## config.mk

```make
export PLATFORM = sky130hd
export DESIGN_NAME = lpc_mailbox
export DESIGN_NICKNAME = d
export VERILOG_FILES = /design/src/rtl/lpc_mailbox.sv
export SDC_FILE = /design/constraint.sdc
export NUM_CORES = 1
export LEC_CHECK = 0
export ABC_AREA = 1
export CORE_ASPECT_RATIO = 0.9
export CORE_MARGIN = 10
export CORE_UTILIZATION = 60
export DETAILED_ROUTE_END_ITERATION = 8
export HOLD_SLACK_MARGIN = 0.1
export PLACE_DENSITY = 0.81
export SLEW_MARGIN = 5
export SYNTH_ARGS = -nofsm -noshare
export SYNTH_HDL_FRONTEND = slang
export SYNTH_SLANG_ARGS = --single-unit
```

## constraint.sdc

```tcl
create_clock -name clk_i -period 6.35 [get_ports clk_i]
set_clock_uncertainty 0.15 [all_clocks]
set_input_delay 1.27 -clock clk_i [delete_from_list [all_inputs] [get_ports clk_i]]
set_output_delay 1.27 -clock clk_i [all_outputs]
set_load 0.02 [all_outputs]
```

## src/rtl/lpc_mailbox.sv

```systemverilog
// Byte-wide LPC I/O mailbox: host writes fill an RX FIFO, host reads drain a TX FIFO.
// Also provides a 4-byte register window (DATA/STATUS/IER/IRQ) and a level interrupt.
module lpc_mailbox #(
    parameter logic [15:0] BASE_ADDR   = 16'h0CA0,
    parameter int          DEPTH       = 16,
    parameter logic [3:0]  IRQ_DEFAULT = 4'd10
) (
    input  logic        clk_i,
    input  logic        rst_i,
    input  logic [15:0] lpc_addr_i,
    input  logic [7:0]  lpc_wdata_i,
    input  logic        lpc_data_wr_i,
    output logic        lpc_wr_done_o,
    input  logic        lpc_data_req_i,
    output logic        lpc_data_rd_o,
    output logic [7:0]  lpc_rdata_o,
    output logic [3:0]  irq_num_o,
    output logic        interrupt_o,
    input  logic [7:0]  tx_data_i,
    input  logic        tx_valid_i,
    output logic        tx_ready_o,
    output logic [7:0]  rx_data_o,
    output logic        rx_valid_o,
    input  logic        rx_ready_i
);
    localparam int AW = $clog2(DEPTH);
    localparam int PW = AW + 1;

    typedef enum logic [1:0] {ST_IDLE, ST_WR_ACK, ST_RD_ACK} state_t;

    state_t        state_reg, state_next;
    logic          wr_done_reg, wr_done_next;
    logic          data_rd_reg, data_rd_next;
    logic [7:0]    rdata_reg, rdata_next;
    logic [1:0]    ier_reg;
    logic [3:0]    irq_reg;
    logic          ovf_reg;
    logic          int_reg;

    logic [7:0]    tx_mem [DEPTH];
    logic [7:0]    rx_mem [DEPTH];
    logic [PW-1:0] tx_wr_ptr_reg, tx_rd_ptr_reg;
    logic [PW-1:0] rx_wr_ptr_reg, rx_rd_ptr_reg;

    logic          tx_empty, tx_full, rx_empty, rx_full;
    logic          hit;
    logic [1:0]    offset;
    logic [7:0]    read_value;
    logic          host_wr, host_rd;
    logic          tx_push, tx_pop, rx_push, rx_pop;
    logic          ovf_set, ovf_clr, ier_we, irq_we;

    // The extra pointer MSB tells a full buffer from an empty one.
    assign tx_empty = (tx_wr_ptr_reg == tx_rd_ptr_reg);
    assign tx_full  = (tx_wr_ptr_reg[AW] != tx_rd_ptr_reg[AW]) &&
                      (tx_wr_ptr_reg[AW-1:0] == tx_rd_ptr_reg[AW-1:0]);
    assign rx_empty = (rx_wr_ptr_reg == rx_rd_ptr_reg);
    assign rx_full  = (rx_wr_ptr_reg[AW] != rx_rd_ptr_reg[AW]) &&
                      (rx_wr_ptr_reg[AW-1:0] == rx_rd_ptr_reg[AW-1:0]);

    assign hit    = (lpc_addr_i[15:2] == BASE_ADDR[15:2]);
    assign offset = lpc_addr_i[1:0];

    always_comb begin
        read_value = 8'hFF;
        if (hit) begin
            case (offset)
                2'd0:    read_value = tx_empty ? 8'hFF : tx_mem[tx_rd_ptr_reg[AW-1:0]];
                2'd1:    read_value = {5'b0, ovf_reg, rx_full, ~tx_empty};
                2'd2:    read_value = {6'b0, ier_reg};
                default: read_value = {4'b0, irq_reg};
            endcase
        end
    end

    // Handshake FSM: the write level wins over the read level in IDLE.
    always_comb begin
        state_next   = state_reg;
        wr_done_next = wr_done_reg;
        data_rd_next = data_rd_reg;
        rdata_next   = rdata_reg;
        host_wr      = 1'b0;
        host_rd      = 1'b0;
        case (state_reg)
            ST_IDLE: begin
                if (lpc_data_wr_i) begin
                    host_wr      = 1'b1;
                    wr_done_next = 1'b1;
                    state_next   = ST_WR_ACK;
                end else if (lpc_data_req_i) begin
                    host_rd      = 1'b1;
                    rdata_next   = read_value;
                    data_rd_next = 1'b1;
                    state_next   = ST_RD_ACK;
                end
            end
            ST_WR_ACK: begin
                if (!lpc_data_wr_i) begin
                    wr_done_next = 1'b0;
                    state_next   = ST_IDLE;
                end
            end
            ST_RD_ACK: begin
                if (!lpc_data_req_i) begin
                    data_rd_next = 1'b0;
                    state_next   = ST_IDLE;
                end
            end
            default: state_next = ST_IDLE;
        endcase
    end

    assign rx_push = host_wr && hit && (offset == 2'd0) && !rx_full;
    assign ovf_set = host_wr && hit && (offset == 2'd0) && rx_full;
    assign ier_we  = host_wr && hit && (offset == 2'd2);
    assign irq_we  = host_wr && hit && (offset == 2'd3);
    assign tx_pop  = host_rd && hit && (offset == 2'd0) && !tx_empty;
    assign ovf_clr = host_rd && hit && (offset == 2'd1);
    assign tx_push = tx_valid_i && !tx_full;
    assign rx_pop  = !rx_empty && rx_ready_i;

    always_ff @(posedge clk_i) begin
        if (rst_i) begin
            state_reg     <= ST_IDLE;
            wr_done_reg   <= 1'b0;
            data_rd_reg   <= 1'b0;
            rdata_reg     <= 8'h00;
            ier_reg       <= 2'b00;
            irq_reg       <= IRQ_DEFAULT;
            ovf_reg       <= 1'b0;
            int_reg       <= 1'b0;
            tx_wr_ptr_reg <= '0;
            tx_rd_ptr_reg <= '0;
            rx_wr_ptr_reg <= '0;
            rx_rd_ptr_reg <= '0;
        end else begin
            state_reg   <= state_next;
            wr_done_reg <= wr_done_next;
            data_rd_reg <= data_rd_next;
            rdata_reg   <= rdata_next;
            if (ier_we)  ier_reg <= lpc_wdata_i[1:0];
            if (irq_we)  irq_reg <= lpc_wdata_i[3:0];
            if (ovf_set) ovf_reg <= 1'b1;
            else if (ovf_clr) ovf_reg <= 1'b0;
            if (tx_push) tx_wr_ptr_reg <= tx_wr_ptr_reg + 1'b1;
            if (tx_pop)  tx_rd_ptr_reg <= tx_rd_ptr_reg + 1'b1;
            if (rx_push) rx_wr_ptr_reg <= rx_wr_ptr_reg + 1'b1;
            if (rx_pop)  rx_rd_ptr_reg <= rx_rd_ptr_reg + 1'b1;
            // Sampled from settled registers, so it trails the causing change by one clock.
            int_reg <= (ier_reg[0] & ~tx_empty) | (ier_reg[1] & rx_empty);
        end
    end

    always_ff @(posedge clk_i) begin
        if (tx_push) tx_mem[tx_wr_ptr_reg[AW-1:0]] <= tx_data_i;
        if (rx_push) rx_mem[rx_wr_ptr_reg[AW-1:0]] <= lpc_wdata_i;
    end

    assign lpc_wr_done_o = wr_done_reg;
    assign lpc_data_rd_o = data_rd_reg;
    assign lpc_rdata_o   = rdata_reg;
    assign irq_num_o     = irq_reg;
    assign interrupt_o   = int_reg;
    assign tx_ready_o    = ~tx_full;
    assign rx_valid_o    = ~rx_empty;
    assign rx_data_o     = rx_mem[rx_rd_ptr_reg[AW-1:0]];

endmodule

```

[Word level (Yosys, flattened, before mapping)]
Memory sizes are Yosys's and may differ from the RTL's. A register that Yosys moved wholly into a read port is not among the register bits.
Index checks and enable logic that the tools add are counted.
Word-level totals
  logic and storage cells: 100
  register bits: 40
  input port bits: 38
  output and inout port bits: 25
  bits in writable memories: 256
  memories: 2
Memory list
  rx_mem: depth 16, bits a word 8, read ports 1, clocked after memory_dff 1, wr ports 1, RTL line 41  | logic [7:0] rx_mem [DEPTH];
  tx_mem: depth 16, bits a word 8, read ports 1, clocked after memory_dff 1, wr ports 1, RTL line 40  | logic [7:0] tx_mem [DEPTH];
Cells by class
  multiplexer cells: 30
  reductions and logical operators: 27
  add/sub/neg operators: 4
  bitwise logic cells: 7
  equality and inequality tests: 18
Operator list (number)
  one-hot mux 8 bit (3 select lines): 1
  adder 5 x 1 -> 5 bit (second input constant): 4
  2-to-1 mux 1 bit: 16
  2-to-1 mux 4 bit: 4
  2-to-1 mux 8 bit: 2
  equality test 14 x 10 -> 1 bit (second input constant): 1
  logical AND 1 bit: 14
  equality test 5 bit: 2
  inequality test 2 bit (second input constant): 5
  AND reduction 3 bit: 3
  equality test 4 bit: 2
  2-to-1 mux 2 bit: 4
  equality test 2 bit (second input constant): 3
  one-hot mux 2 bit (3 select lines): 1
  nonzero test 2 bit: 3
  equality test 2 x 1 -> 1 bit (second input constant): 2
  zero test 1 bit: 4
  zero test 2 bit: 2
  NOT 1 bit: 4
  one-hot mux 1 bit (2 select lines): 2
  AND reduction 4 bit: 1
  inequality test 3 bit (second input constant): 1
  AND 1 bit: 2
  inequality test 1 bit: 2
  OR 1 bit: 1

[Logic depth before layout (Yosys ltp)]
  word-level depth: 8
  gate-level depth with buffers: 12
  gate-level depth less buffers: 11

[Worst setup path before layout]
Ideal clock, no wire load.
  kind: input port to flip-flop
  start: input port lpc_addr_i[13]
  end: memory rx_mem[0][0], enable pin
  stages on the path: 6
  path buffers: 0
  arrival: 2.671 ns
  slack: 3.159 ns
  setup time: 0.370 ns
  cell sequence: or2_1 nor3_1 nand3_1 nor3_4 nand2_1 nor2_1
On the way
  word-level cells in the longest chain between the ends: 6
Ends and longest elaborated chain
  start, declared: RTL line 10  | input logic [15:0] lpc_addr_i,
  equality test 14 x 10 -> 1 bit: RTL line 61  | assign hit = (lpc_addr_i[15:2] == BASE_ADDR[15:2]);
  logical AND 1 bit (3 in series): RTL line 113  | assign rx_push = host_wr && hit && (offset == 2'd0) && !rx_full;
  2-to-1 mux 1 bit: RTL line 156  | if (rx_push) rx_mem[rx_wr_ptr_reg[AW-1:0]] <= lpc_wdata_i;
  2-to-1 mux 1 bit (not written as such): RTL line 156
  end, declared: RTL line 41
No other way between the ends.

==> results summary <==
The flow ran to the end, and the final reports show no timing, DRC or antenna violations. The capturing element type of the critical path is a primary output. Of all cell types, the one taking the most synthesized area is sky130_fd_sc_hd__edfxtp_1.

For the worst-skew pair, the clock arrives at the later sink with an insertion delay of 0.55 ns. The filler cells instantiated in the layout total 1,431. Yosys attributes the largest share of cell area to sky130_fd_sc_hd__edfxtp_1, sky130_fd_sc_hd__dfxtp_1, sky130_fd_sc_hd__nor2_1, sky130_fd_sc_hd__nand3_1, sky130_fd_sc_hd__o21ai_0. For this design the static power due to leakage is 5.04 nW. The slowest stage of the critical path is the sky130_fd_sc_hd__dfxtp_1 cell. Walking the worst path, the cells encountered are inv_1, o211ai_1, nand3_1, nand2_1, clkdlybuf4s50_1. The global-route wire length before repair is 46,300 um. The area overhead of the layout relative to synthesis came out at 13.1%. The number of inserted diodes is 0.

The maximum number of buffers from clock root to sink is 3. Setup repair after global routing left no endpoint under its margin. The worst hold path class is reg -> reg. The delay contributed by the slowest stage of the critical path came out at 1.06 ns. Routability-driven placement finished with a final weighted congestion of 0.936.

The number of gates resized after CTS was 0. The detailed router's first-iteration violation count is 1,142. The initial core utilization came out at 61.0%. In this run the clock root is driven by a sky130_fd_sc_hd__clkbuf_16.

The netlist area before placement is 12,700 um2. The final period utilization is 79.1%. The pre-antenna-repair detailed-routing pass consisted of 5 iterations. The distinct cell type count after synthesis came out at 29. The top-area cell type share of the netlist area is 60.6%. The sequential element share of the synthesized area came out at 68.2%. The count of nets left with antenna violations once routing finished came out at 0.

The hold violation total from the final report came out at 0. The worst hold path was traced through 2 stages. The mean cell area of the mapped netlist came out at 11.2 um2. The post-layout net count came out at 1,222. The max-slew violation count is 0. The post-synthesis async set-or-reset flop share came out at 0%. The number of cells on the worst reg-to-reg path came out at 13. The vias after detailed routing is 8,765. After global routing the overflow that remains totals 0. The worst hold path begins at ovf_reg. The maximum fanout along the worst path is 33. The critical path data arrival time is 3.60 ns. In this run the critical register-to-register path is captured at lpc_rdata_o[1]. Static timing analysis puts the maximum clock frequency at 199 MHz.

Setup violations remaining at the end of the flow were counted as 0. The path with the worst hold slack has its endpoint at ovf_reg. Global routing used 21.4% of the available tracks. Yosys printed 0 warnings.

Pin placement for this block handled 63 I/O pins. The normalized max-slew margin is 19.8%. Clock-pin slew was measured on the worst setup and hold paths at 0.07 ns. The reported max-cap violation count is 0. The DRC violations left came out at 0. Counting both buffers and inverters, the worst setup path holds a total of 2. The aggregate negative setup slack came out at 0 ns. The clock tree from TritonCTS is built.

The startpoint type of the worst setup path is a flip-flop. The number of buffers added to fix hold violations after cts is 0. Measured along the x axis, the die boundary spans 173 um.

The transition time at the pin with the least slew margin is 1.20 ns. In this run, synthesis produced a sequential element count of 304. Power spread over the standard cell area amounts to 284 nW/um2. The critical path in this run is classified as reg -> out. In this run the number of H-tree levels came out at 1. The post-route worst hold slack is 0.314 ns. The data required time of the critical path came out at 4.93 ns. The placeable core region came out at 20,800 um2. The die footprint is 27,400 um2.

The die span in y is 158 um. The slack of the worst reg-to-reg path came out at 3.30 ns. Yosys mapped a number of flops with a built-in enable equal to 256.

The cell family contributing the most delay on the critical path is buffers and inverters. Among all flip-flop cells after synthesis, the most frequent one is sky130_fd_sc_hd__edfxtp_1. In the final layout, the share of cells above drive strength 1 is 4.09%. The initial antenna violation count was 0. The aggregate routed wire length came out at 29,800 um. The maximum number of pins on one net before global-route repair came out at 97. The number of clock buffers inserted by TritonCTS came out at 29.

The initialized floorplan defines 50 standard-cell rows. The synthesized instance count came out at 1,132. The minimum clock period after layout came out at 5.02 ns. The number of clock sinks is 304. The number of nets in the synthesized netlist came out at 1,180. The via density per instance came out at 5.91. The buffer count from post-CTS setup fixing is 0. The number of global-route vias before repair came out at 8,130. The half-perimeter wire length after detailed placement came out at 19,200 um. The average wire per standard cell came out at 20.1 um. The count of buffers added on input and output ports is 62. The worst voltage drop across the vdd grid came out at 0.217 mV.
==> cell usage after synthesis, drive strengths merged, types with 4 or more instances <==
cell	n
edfxtp	256
nor2	170
nand2	125
nand3	109
o21ai	102
inv	90
a21oi	63
dfxtp	48
mux2i	32
o211ai	32
clkbuf	31
buf	24
xor2	11
ha	10
nor3	10
xnor2	6
nand4	4
==> how the worst max path moves through the flow <==
stage	end	slack [ns]	cells after the start	from
2_1_floorplan	rx_mem[0][0]	3.16	6	lpc_addr_i[13]
3_3_place_gp	rx_mem[1][5]	2.09	6	lpc_addr_i[1]
3_5_place_dp	rx_data_o[6]	1.96	5	flip-flop
4_1_cts	rx_data_o[6]	1.39	5	flip-flop
5_1_grt	rx_data_o[5]	1.11	5	flip-flop
6_report	rx_data_o[6]	1.33	5	flip-flop
==> cells in the final DEF, fill, tap and decap left out, types with 29 or more instances in the layout <==
master / synthesis / routed
sky130_fd_sc_hd__edfxtp_1: 256 / 256
sky130_fd_sc_hd__nor2_1: 169 / 169
sky130_fd_sc_hd__nand2_1: 125 / 125
sky130_fd_sc_hd__nand3_1: 109 / 109
sky130_fd_sc_hd__o21ai_0: 102 / 102
sky130_fd_sc_hd__inv_1: 90 / 90
sky130_fd_sc_hd__a21oi_1: 63 / 63
sky130_fd_sc_hd__clkdlybuf4s50_1: 0 / 62
sky130_fd_sc_hd__dfxtp_1: 48 / 46
sky130_fd_sc_hd__mux2i_1: 32 / 32
sky130_fd_sc_hd__o211ai_1: 32 / 32
sky130_fd_sc_hd__clkbuf_16: 0 / 29
==> cells by family (layout without fill, tap and decap cells) <==
family | after synthesis | after routing | synth area share (%)
fa+ha+maj | 10 | 10 | 0.987
buf+inv | 146 | 211 | 4.49
flops | 304 | 304 | 68.2
simple gates | 422 | 422 | 14.0
mux | 32 | 32 | 2.53
compound gates | 201 | 201 | 8.65
xor+xnor | 17 | 17 | 1.17
==> through the flow <==
step	instance area (um2)	util (%)	std cells	total power, W	worst slack [ns]
after floorplan	12700	-	1132	0.00239	3.16
after global placement	13500	64.8	1429	0.00252	2.09
after detailed placement	13500	64.8	1429	0.00252	1.96
after CTS	14300	69.0	1483	0.00407	1.39
after global routing	14300	69.0	1483	0.00419	1.11
final	14300	69.0	1483	0.00407	1.33
==> power breakdown <==
part	leakage, nW	internal, W	switching, W
clock network	0.421	0.000864	0.000716
logic	1.92	0.000102	0.000165
registers	2.70	0.00218	0.0000379
==> worst min-delay path, stage by stage (launching register included) <==
cell and delay [ns]:
sky130_fd_sc_hd__dfxtp_1 0.31, sky130_fd_sc_hd__nand2_1 0.06, sky130_fd_sc_hd__a21oi_1 0.05
==> per-layer routing <==
layer / vias up / routed length, um / share of wire, % / GRT usage, %
met4: 0 / 550 / 1.8 / 4.96
met1: 4187 / 12600 / 42 / 30.9
met3: 42 / 3200 / 11 / 4.74
li1: 4036 / - / - / -
met5: - / 0 / 0 / 0
met2: 500 / 13400 / 45 / 32.6
==> layout make-up <==
type,count,area (um2),share of cell area [%]
clock inverters,13,90.1,0.628
clock buffers,41,781,5.45
repair buffers,66,651,4.54
multi-input cells,682,3460,24.1
flip-flops and latches,304,8650,60.4
well taps,286,358,2.50
inverters,91,342,2.38
(Power assumes the default switching activity.)
